**config.mk**
```make
export PLATFORM = sky130hd
export DESIGN_NAME = fb_scanout
export DESIGN_NICKNAME = d
export VERILOG_FILES = /design/src/rtl/fb_pkg.sv /design/src/rtl/fb_palette_ram.sv /design/src/rtl/fb_scanout.sv
export SDC_FILE = /design/constraint.sdc
export NUM_CORES = 1
export LEC_CHECK = 0
export ABC_CLOCK_PERIOD_IN_PS = 4600
export BUFFER_PORTS_ARGS = -buffer_cell sky130_fd_sc_hd__buf_2
export CELL_PAD_IN_SITES_DETAIL_PLACEMENT = 0
export CELL_PAD_IN_SITES_GLOBAL_PLACEMENT = 1
export CORE_MARGIN = 5
export CORE_UTILIZATION = 54
export CTS_CLUSTER_DIAMETER = 40
export DETAILED_ROUTE_END_ITERATION = 8
export HOLD_SLACK_MARGIN = 0.12
export PLACE_DENSITY = 0.83
export SLEW_MARGIN = 20
export SYNTH_ARGS = -nofsm -noshare
export SYNTH_HDL_FRONTEND = slang
export SYNTH_SLANG_ARGS = --single-unit
export TNS_END_PERCENT = 30
```
**constraint.sdc**
```tcl
create_clock -name Clk -period 4.6 [get_ports Clk]
set_clock_uncertainty 0.1 [all_clocks]
set_input_delay 0.23 -clock Clk [delete_from_list [all_inputs] [get_ports Clk]]
set_output_delay 0.23 -clock Clk [all_outputs]
set_load 0.01 [all_outputs]
```
**src/rtl/fb_pkg.sv**
```systemverilog
// Shared types and constants for the frame-buffer scanout engine.
package fb_pkg;

  localparam int unsigned H_ACTIVE_DEF = 640;
  localparam int unsigned V_ACTIVE_DEF = 480;
  localparam int unsigned COLOR_W_DEF  = 8;

  localparam int unsigned FRAME_PIX = H_ACTIVE_DEF * V_ACTIVE_DEF;
  localparam int unsigned PIPE_LAT  = 3;

  typedef struct packed {
    logic [COLOR_W_DEF-1:0] r;
    logic [COLOR_W_DEF-1:0] g;
    logic [COLOR_W_DEF-1:0] b;
  } rgb_t;

  typedef enum logic {
    IDLE = 1'b0,
    PEND = 1'b1
  } swap_state_t;

  // VRAM base address of frame buffer 'b'; evaluated at elaboration only
  function automatic int unsigned buf_base(input int unsigned b,
                                           input int unsigned frame_pix);
    return b * frame_pix;
  endfunction

endpackage

```
**src/rtl/fb_palette_ram.sv**
```systemverilog
// Palette memory: one write port, one registered read port, old data on
// read-during-write to the same address.
module fb_palette_ram #(
  parameter int unsigned IDX_W  = 6,
  parameter int unsigned DATA_W = 24
) (
  input  logic              clk_i,
  input  logic              we_i,
  input  logic [IDX_W-1:0]  waddr_i,
  input  logic [DATA_W-1:0] wdata_i,
  input  logic [IDX_W-1:0]  raddr_i,
  output logic [DATA_W-1:0] rdata_o
);

  logic [DATA_W-1:0] mem_q [0:(1<<IDX_W)-1];

  // Write and read share the edge; the NBA read returns the pre-write entry
  always_ff @(posedge clk_i) begin
    if (we_i) begin
      mem_q[waddr_i] <= wdata_i;
    end
    rdata_o <= mem_q[raddr_i];
  end

endmodule

```
**src/rtl/fb_scanout.sv**
```systemverilog
// VGA scanout: linear VRAM addressing, palette lookup, page flipping and a
// colour-bar test mode. Fixed latency of 3 Clk from mem_addr to RGB.
module fb_scanout
  import fb_pkg::*;
#(
  parameter int unsigned H_ACTIVE = 640,
  parameter int unsigned V_ACTIVE = 480,
  parameter int unsigned IDX_W    = 6,
  parameter int unsigned COLOR_W  = 8,
  parameter int unsigned NUM_BUFS = 2,
  parameter int unsigned ADDR_W   = 21
) (
  input  logic                 Clk,
  input  logic                 Reset,
  input  logic                 pix_en,
  input  logic                 active,
  input  logic                 frame_end,
  input  logic                 test_mode,
  input  logic                 swap_req,
  output logic                 swap_ack,
  output logic [1:0]           front_buf,
  output logic [ADDR_W-1:0]    mem_addr,
  input  logic [IDX_W-1:0]     mem_rdata,
  input  logic                 pal_we,
  input  logic [IDX_W-1:0]     pal_waddr,
  input  logic [3*COLOR_W-1:0] pal_wdata,
  output logic [COLOR_W-1:0]   vga_r,
  output logic [COLOR_W-1:0]   vga_g,
  output logic [COLOR_W-1:0]   vga_b
);

  localparam int unsigned PIX_PER_FRAME = H_ACTIVE * V_ACTIVE;
  localparam int unsigned CNT_W         = $clog2(PIX_PER_FRAME);
  localparam int unsigned BAR_PIX       = H_ACTIVE / 8;
  localparam logic [CNT_W-1:0] LAST_PIX = CNT_W'(PIX_PER_FRAME - 1);

  localparam logic [ADDR_W-1:0] BASE1 = ADDR_W'(buf_base(1, PIX_PER_FRAME));
  localparam logic [ADDR_W-1:0] BASE2 = ADDR_W'(buf_base(2, PIX_PER_FRAME));
  localparam logic [ADDR_W-1:0] BASE3 = ADDR_W'(buf_base(3, PIX_PER_FRAME));

  swap_state_t          state_q;
  logic [1:0]           next_buf;
  logic [ADDR_W-1:0]    base_sel;
  logic [CNT_W-1:0]     cnt_q, cnt_d;
  logic [CNT_W-1:0]     cnt_s0_q;
  logic                 v0_q, v1_q, v2_q;
  logic [2:0]           bar_q, bar_s2_q;
  logic                 tm_s1_q, tm_s2_q;
  logic [3*COLOR_W-1:0] pal_rdata;

  // Next front buffer, wrapping at NUM_BUFS (stays 0 for a single buffer)
  always_comb begin
    next_buf = front_buf + 2'd1;
    if (front_buf >= 2'(NUM_BUFS - 1)) begin
      next_buf = '0;
    end
  end

  // Per-buffer base address as a constant mux, keeping multipliers off the pixel path
  always_comb begin
    base_sel = '0;
    case (front_buf)
      2'd1:    base_sel = BASE1;
      2'd2:    base_sel = BASE2;
      2'd3:    base_sel = BASE3;
      default: base_sel = '0;
    endcase
  end

  // Pixel counter: frame_end clears with priority, saturates at the last pixel
  always_comb begin
    cnt_d = cnt_q;
    if (frame_end) begin
      cnt_d = '0;
    end else if (pix_en && active && (cnt_q != LAST_PIX)) begin
      cnt_d = cnt_q + 1'b1;
    end
  end

  // Counter register
  always_ff @(posedge Clk) begin
    if (Reset) begin
      cnt_q <= '0;
    end else begin
      cnt_q <= cnt_d;
    end
  end

  // Pixel pipeline S0..S2: address, VRAM data / bar index, palette read
  always_ff @(posedge Clk) begin
    if (Reset) begin
      mem_addr <= '0;
      cnt_s0_q <= '0;
      v0_q     <= 1'b0;
      v1_q     <= 1'b0;
      v2_q     <= 1'b0;
      bar_q    <= '0;
      bar_s2_q <= '0;
      tm_s1_q  <= 1'b0;
      tm_s2_q  <= 1'b0;
    end else begin
      mem_addr <= base_sel + ADDR_W'(cnt_q);
      cnt_s0_q <= cnt_q;
      v0_q     <= active;
      // bar index shadows mem_rdata so both paths share the palette-stage timing;
      // low 3 bits equal x/BAR_PIX since a line holds exactly 8 bars
      bar_q    <= 3'(cnt_s0_q / CNT_W'(BAR_PIX));
      tm_s1_q  <= test_mode;
      v1_q     <= v0_q;
      bar_s2_q <= bar_q;
      tm_s2_q  <= tm_s1_q;
      v2_q     <= v1_q;
    end
  end

  fb_palette_ram #(
    .IDX_W  (IDX_W),
    .DATA_W (3 * COLOR_W)
  ) u_pal (
    .clk_i   (Clk),
    .we_i    (pal_we),
    .waddr_i (pal_waddr),
    .wdata_i (pal_wdata),
    .raddr_i (mem_rdata),
    .rdata_o (pal_rdata)
  );

  // Output stage: blank when not visible, bars bypass the palette in test mode
  always_ff @(posedge Clk) begin
    if (Reset || !v2_q) begin
      vga_r <= '0;
      vga_g <= '0;
      vga_b <= '0;
    end else if (tm_s2_q) begin
      vga_r <= {COLOR_W{bar_s2_q[2]}};
      vga_g <= {COLOR_W{bar_s2_q[1]}};
      vga_b <= {COLOR_W{bar_s2_q[0]}};
    end else begin
      vga_r <= pal_rdata[3*COLOR_W-1 -: COLOR_W];
      vga_g <= pal_rdata[2*COLOR_W-1 -: COLOR_W];
      vga_b <= pal_rdata[COLOR_W-1:0];
    end
  end

  // Swap FSM: flips only on frame_end; a request seen while ack is showing
  // is ignored so a requester dropping right after ack does not double-flip
  always_ff @(posedge Clk) begin
    if (Reset) begin
      state_q   <= IDLE;
      front_buf <= '0;
      swap_ack  <= 1'b0;
    end else begin
      swap_ack <= 1'b0;
      case (state_q)
        IDLE: begin
          if (swap_req && !swap_ack) begin
            if (frame_end) begin
              front_buf <= next_buf;
              swap_ack  <= 1'b1;
            end else begin
              state_q <= PEND;
            end
          end
        end
        PEND: begin
          if (frame_end) begin
            front_buf <= next_buf;
            swap_ack  <= 1'b1;
            state_q   <= IDLE;
          end
        end
        default: state_q <= IDLE;
      endcase
    end
  end

endmodule
```
Word-level counts from Yosys, hierarchy flattened

Memory sizes are Yosys's and may differ from the RTL's. A register that Yosys moved wholly into a read port is not among the register bits.
Index checks and enable logic that the tools add are counted.

Add/sub/neg operators: 3
Equality and inequality tests: 5
Reductions and logical operators: 7
Muxes and demuxes: 16
$lt $le $gt $ge: 1
Divide/modulo/power cells: 1
Bitwise operators: 1

Operators with widths:

| operator              | count |
|---|---|
| $pmux 20 s3           | 1 |
| $mux 8                | 3 |
| $add 21x19->21        | 1 |
| $add 19x1->19 const B | 1 |
| $div 19x7->19 const B | 1 |
| $ne 19x19->1 const B  | 1 |
| $mux 1                | 6 |
| $mux 2                | 3 |
| $eq 2x2->1 const B    | 2 |
| $pmux 1 s2            | 2 |
| $pmux 2 s2            | 1 |
| $logic_and 1x1->1     | 3 |
| $add 2x1->2 const B   | 1 |
| $eq 2x1->1 const B    | 1 |
| $ge 2x1->1 const B    | 1 |
| $logic_not 1->1       | 2 |
| $ne 2x2->1 const B    | 1 |
| $reduce_or 2->1       | 1 |
| $logic_or 1x1->1      | 1 |
| $not 1->1             | 1 |

Bits of input ports: 44
Memories: 1
Bits in writable memories: 1,536
Output and inout bits: 48
Logic and storage cells: 51
Register bits after elaboration: 98

Memory list:

| name        | words | width | rd ports | clocked after Yosys merged registers in | write ports | RTL line             | source |
|---|---|---|---|---|---|---|---|
| u_pal.mem_q | 64    | 24    | 1        | 1                                       | 1           | fb_palette_ram.sv:15 | `logic [DATA_W-1:0] mem_q [0:(1<<IDX_W)-1];` |

Logic depth before layout (Yosys ltp)

Depth in word-level cells: 5
Mapped depth: 20
Mapped depth without buffers: 15

Cells and area by module

From an unflattened synthesis, not the netlist that was laid out.

Cells, all modules: 3,250
Area, all modules: 64,637.0 µm²

By module, submodules not included:

| module         | times used | cells each | seq. area each (µm²) | area each (µm²) |
|---|---|---|---|---|
| fb_palette_ram | 1          | 2,610      | 46,604.7             | 59,295.6 |
| fb_scanout     | 1          | 640        | 1,721.7              | 5,341.4 |

Worst setup path after synthesis

OpenSTA, ideal clock, no wires.

Path type: flip-flop to flip-flop
Start point: register cnt_s0_q[16]
End point: register bar_q[0]
Path buffers: 1
Required time: 4.425 ns
Clock period less this slack: 4.202 ns
Setup time: 0.075 ns
Data arrival time: 4.027 ns
Path slack: 0.398 ns
Cell stages (with the launch flop): 17
Cells stage by stage: dfxtp_1 -> buf_6 -> and4bb_1 -> a211oi_2 -> a221oi_2 -> o41ai_4 -> or2_4 -> mux2_4 -> o31ai_2 -> a32o_2 -> nand2_1 -> o31a_4 -> mux2i_1 -> a2111oi_4 -> xnor2_1 -> or3_1 -> a31oi_1

Word-level cells in the longest chain between the ends: 1

Ends and longest elaborated chain:

| item                     | RTL line          | source |
|---|---|---|
| start: declaration       | fb_scanout.sv:45  | `logic [CNT_W-1:0] cnt_s0_q;` |
| start signal: assignment | fb_scanout.sv:103 | `cnt_s0_q <= cnt_q;` |
| $div 19x7->19            | fb_scanout.sv:107 | `bar_q <= 3'(cnt_s0_q / CNT_W'(BAR_PIX));` |
| end signal: assignment   | fb_scanout.sv:107 |  |
| end: declaration         | fb_scanout.sv:47  | `logic [2:0] bar_q, bar_s2_q;` |

No other way between the ends.
A chain may end at the register's enable or synchronous reset.

Worst setup path after layout

Ends and elaborated chain as after synthesis.

==> run_summary.xml <==
<?xml version="1.0" encoding="UTF-8"?>
<metrics>
  <group name="pwr">
    <metric name="p_per_area" unit="mW/mm^2">433.4</metric>
    <metric name="comb_power_share" unit="%">4.7</metric>
    <metric name="power.share.clock" unit="%">43.6</metric>
    <metric name="power.sequential.fraction" unit="%">51.7</metric>
    <metric name="internal_power" unit="uW">25080</metric>
    <metric name="power.static_leakage" unit="uW">0.02342</metric>
    <metric name="total_switching_power" unit="uW">6922</metric>
    <metric name="vdd_drop_max" unit="mV">0.4269</metric>
    <metric name="netSwitchingFraction" unit="%">21.63</metric>
  </group>
  <group name="critical_path">
    <metric name="setup.worst_path.end_class" unit="">register</metric>
    <metric name="cp_top_family" unit="">compound AO/OA/AOI/OAI gates</metric>
    <metric name="setup.worst_path.class" unit="">reg -&gt; reg</metric>
    <metric name="critical-path-slowest-cell" unit="">a2111oi_4</metric>
    <metric name="worst_setup_path_start_kind" unit="">register</metric>
    <metric name="crit-reg2reg-launch" unit="">cnt_s0_q[16]$_SDFF_PP0_</metric>
    <metric name="path_common_cell" unit="">buf_4</metric>
    <metric name="cp_cell_sequence" unit="">buf_6 &gt; and4bb_2 &gt; a211oi_2 &gt; a221oi_2 &gt; buf_4 &gt; o41ai_4 &gt; buf_4 &gt; nor2_1 &gt; a211o_1 &gt; a21boi_2 &gt; a32o_2 &gt; a21oi_4 &gt; or2_4 &gt; o21ai_2 &gt; a2111oi_4 &gt; xnor2_1 &gt; or3_1 &gt; a31oi_1</metric>
    <metric name="reg2reg_slack" unit="ps">200</metric>
    <metric name="rr_worst_depth" unit="">18</metric>
    <metric name="reg2reg_to" unit="">bar_q[0]$_SDFF_PP0_</metric>
    <metric name="critical_path.max_fanout" unit="">16</metric>
    <metric name="crit_path_max_incr_delay" unit="ps">390</metric>
    <metric name="arrival_time_worst_endpoint" unit="ps">4990</metric>
    <metric name="worst-endpoint-required" unit="ps">5190</metric>
    <metric name="worstPathBufferInverterCount" unit="">3</metric>
  </group>
  <group name="sta">
    <metric name="final-max-slew-violation-count" unit="">0</metric>
    <metric name="timing.final.setup_violations" unit="">0</metric>
    <metric name="period_share" unit="%">95.62</metric>
    <metric name="tightestPinTransition" unit="ps">1007</metric>
    <metric name="max_freq" unit="GHz">0.2274</metric>
    <metric name="relSlewSlack" unit="%">32.78</metric>
    <metric name="finalSetupTns" unit="ps">0</metric>
    <metric name="hold_viol" unit="">0</metric>
    <metric name="finalCriticalPeriod" unit="ps">4398</metric>
  </group>
  <group name="placed_design">
    <metric name="portBuffers" unit="">91</metric>
    <metric name="placed_area" unit="mm^2">0.06742</metric>
    <metric name="dp_hpwl" unit="mm">86.53</metric>
    <metric name="weighted_congestion_reported_at_the_end_of_routability_driven_placement" unit="">0.8630</metric>
    <metric name="dpl.cell_count" unit="">4527</metric>
  </group>
  <group name="floorplanning">
    <metric name="dieHeight" unit="um">355.3</metric>
    <metric name="die_w" unit="um">355.3</metric>
    <metric name="coreArea" unit="mm^2">0.1182</metric>
    <metric name="design.portCount" unit="">92</metric>
    <metric name="fp.dieArea" unit="mm^2">0.1262</metric>
    <metric name="core.rowCount" unit="">126</metric>
    <metric name="effective_utilization_at_floorplan" unit="%">54.46</metric>
  </group>
  <group name="yosys">
    <metric name="synth_cells" unit="">2941</metric>
    <metric name="synth_flop_cell" unit="">edfxtp_1</metric>
    <metric name="synthDominantAreaCellType" unit="">edfxtp_1</metric>
    <metric name="seq_area_frac_synth" unit="%">75.05</metric>
    <metric name="yosysWarnings" unit="">0</metric>
    <metric name="biggest_area_contributors_in_the_synthesized_netlist" unit="">edfxtp_1 (72%), mux4_2 (18%), dfxtp_1 (3.4%)</metric>
    <metric name="synth_edf_count" unit="">1536</metric>
    <metric name="synthDistinctLibCells" unit="">107</metric>
    <metric name="syn_area" unit="mm^2">0.06439</metric>
    <metric name="synth.ff_latch_count" unit="">1646</metric>
    <metric name="synth_area_per_cell" unit="um^2">21.89</metric>
    <metric name="post_synth_arst_share" unit="%">0</metric>
    <metric name="yosysTopAreaCellShare" unit="%">71.63</metric>
    <metric name="mappedNetlistNets" unit="">2999</metric>
  </group>
  <group name="detailed_routing">
    <metric name="drc" unit="">0</metric>
    <metric name="drt_pass1_iterations" unit="">6</metric>
    <metric name="route.vias.total" unit="">32660</metric>
    <metric name="drt_iter0_drc" unit="">4632</metric>
    <metric name="final_antenna_net_count" unit="">1</metric>
    <metric name="detail_route.vias_per_cell" unit="">6.666</metric>
    <metric name="detail_route.wirelength" unit="mm">163.1</metric>
    <metric name="wl_per_cell" unit="um">33.29</metric>
  </group>
  <group name="cells_and_area">
    <metric name="area_delta_synth_final" unit="%">14.67</metric>
    <metric name="layout.area.seq" unit="mm^2">0.04834</metric>
    <metric name="design_area_final" unit="mm^2">0.07383</metric>
    <metric name="fin_cells" unit="">4900</metric>
    <metric name="final_core_utilization" unit="%">62.45</metric>
    <metric name="post_layout_net_count" unit="">3266</metric>
    <metric name="fill_cell_total_of_the_finished_layout" unit="">7628</metric>
    <metric name="post_route_cells_drive_above_1_share" unit="%">33.71</metric>
    <metric name="layout_commonest_cell" unit="">edfxtp_1</metric>
    <metric name="most-common-layout-cells" unit="">edfxtp_1 (1,536), mux4_2 (504), clkbuf_16 (174)</metric>
    <metric name="multiInputGateArea" unit="mm^2">0.01552</metric>
  </group>
  <group name="clock_network">
    <metric name="numCtsBuffers" unit="">171</metric>
    <metric name="clk_pin_slew" unit="ps">60</metric>
    <metric name="clock_tree.htree_level_count" unit="">4</metric>
    <metric name="clk_latency" unit="ps">800</metric>
    <metric name="clk_path_buf_depth" unit="">3</metric>
    <metric name="cts_tree" unit="">built</metric>
    <metric name="cts.sink_count" unit="">1646</metric>
    <metric name="root_buffer" unit="">clkbuf_16</metric>
  </group>
  <group name="outcome">
    <metric name="run_status" unit="">complete, but fails checks</metric>
    <metric name="violations" unit="">antenna rules</metric>
  </group>
  <group name="global_routing">
    <metric name="wire_length_of_the_first_global_routing_pass" unit="mm">236.3</metric>
    <metric name="grt_pass1_vias" unit="">33780</metric>
    <metric name="globalRouteTotalUtil" unit="%">26.10</metric>
    <metric name="initial_antenna_violation_count" unit="">10</metric>
    <metric name="globalRoute.totalOverflow" unit="">0</metric>
    <metric name="largest_net_degree_at_the_start_of_global_routing" unit="">75</metric>
  </group>
  <group name="worst_hold_path">
    <metric name="min-delay-start" unit="">pal_waddr[2]</metric>
    <metric name="min_path_cells" unit="">3</metric>
    <metric name="worst_hold_path.endpoint" unit="">u_pal.mem_q[50][2]$_DFFE_PP_</metric>
    <metric name="hp-class" unit="">in -&gt; reg</metric>
  </group>
  <group name="flow_run">
    <metric name="cap_viol_max_count" unit="">0</metric>
  </group>
</metrics>
## state kept, by name, indices dropped and copies added (netlist names), 2 cells and up
register and flops:
vga_b 8, bar_s2_q 3, u_pal.mem_q 1536, cnt_q 19
u_pal.rdata_o 24, front_buf 2, mem_addr 21, bar_q 3
vga_g 8, vga_r 8, cnt_s0_q 7
## synthesized netlist by cell type, types with 3 or more instances
cell type  count
a21o_1         4
xor2_1        11
nand3_1       24
a211o_1        3
o21ai_1        3
a2111oi_4      3
o311ai_0       3
xnor2_1       18
and3_1        12
nor3_1        16
o21ai_0       22
buf_2         15
and2_1         5
a31oi_1        6
nor2b_1       41
ha_1          13
nand2b_1      36
o211ai_1       6
or3_1          6
a221oi_2       3
nand4_1        9
dfxtp_1      110
nor4_1         3
buf_1         41
o311ai_1       3
a211oi_1       6
nand4b_1       3
o21bai_1       7
edfxtp_1    1536
a221oi_1       3
or4b_2         3
inv_1         15
a22oi_1        3
buf_6          6
nor2_1       126
a21oi_1       56
clkbuf_1     101
nand2_1       50
or3b_1         3
mux2i_1        6
nand3b_1       4
buf_4         12
mux4_2       504
## power groups by stage
stage                     clock (uW)  sequential, uW  combinational [uW]
after global placement             0           16800                1410
after detailed placement           0           16900                1460
after CTS                      14100           16500                1500
after global routing           14800           16500                1580
after floorplan                    0           16800                 806
final                          13900           16500                1510
## tightest hold or removal path, delay by kind of cell
kind / cells / cell delay [ps]
simple gates: 1 / 80
buf+inv: 2 / 550
## routing by layer
layer	global-route usage [%]	vias to the layer above	share of wire, %
li1	-	12910	-
met1	34.58	17220	35
met2	43.20	2161	50
met3	6.360	365	11
met4	8.792	14	3.5
met5	0	-	0.059
## timing repair
item | in CTS | in global routing
endpoints found under the hold margin | 329 | 1152
gates resized for setup | 15 | 24
endpoints found under the setup margin | 2 | 2
hold buffers | 21 | 18
pin swaps | 4 | 15
buffers inserted | 4 | 1
## layout make-up
class	instances	area share [%]
Sequential cell	1646	65.48
Multi-Input combinational cell	1103	21.02
Clock buffer	203	6.085
Timing Repair Buffer	270	2.972
Tap cell	1536	2.603
Clock inverter	114	1.722
Inverter	16	0.08134
Antenna cell	12	0.04067
## worst max-delay path by stage
stage,cells past startpoint,to,startpoint
2_1_floorplan,16,bar_q[0]$_SDFF_PP0_,cnt_s0_q[16]$_SDFF_PP0_
3_3_place_gp,15,bar_q[0]$_SDFF_PP0_,cnt_s0_q[18]$_SDFF_PP0_
3_5_place_dp,15,bar_q[0]$_SDFF_PP0_,cnt_s0_q[18]$_SDFF_PP0_
4_1_cts,17,bar_q[0]$_SDFF_PP0_,cnt_s0_q[16]$_SDFF_PP0_
5_1_grt,18,bar_q[0]$_SDFF_PP0_,cnt_s0_q[16]$_SDFF_PP0_
6_report,18,bar_q[0]$_SDFF_PP0_,cnt_s0_q[16]$_SDFF_PP0_
## cell families (layout without fill, tap and decap cells)
group	Yosys count	after routing	share of synthesized area, %
xor+xnor	31	31	0.4450
simple gates	366	366	2.973
flops	1646	1646	75.05
fa+ha+maj	14	14	0.2837
other cells	0	12	0
compound gates	180	180	2.192
buf+inv	192	603	1.290
mux	512	512	17.76
## per-stage QoR
step	hold WS, ps	setup slack [ps]	total power, uW
3_3_place_gp	335.6	-35.58	18260
6_report	199.5	201.7	32000
2_1_floorplan	201.6	398.1	17650
4_1_cts	124.0	21.60	32160
5_1_grt	167.7	-44.26	32960
3_5_place_dp	338.4	-192.9	18320
Power figures use the tool's default switching activity.
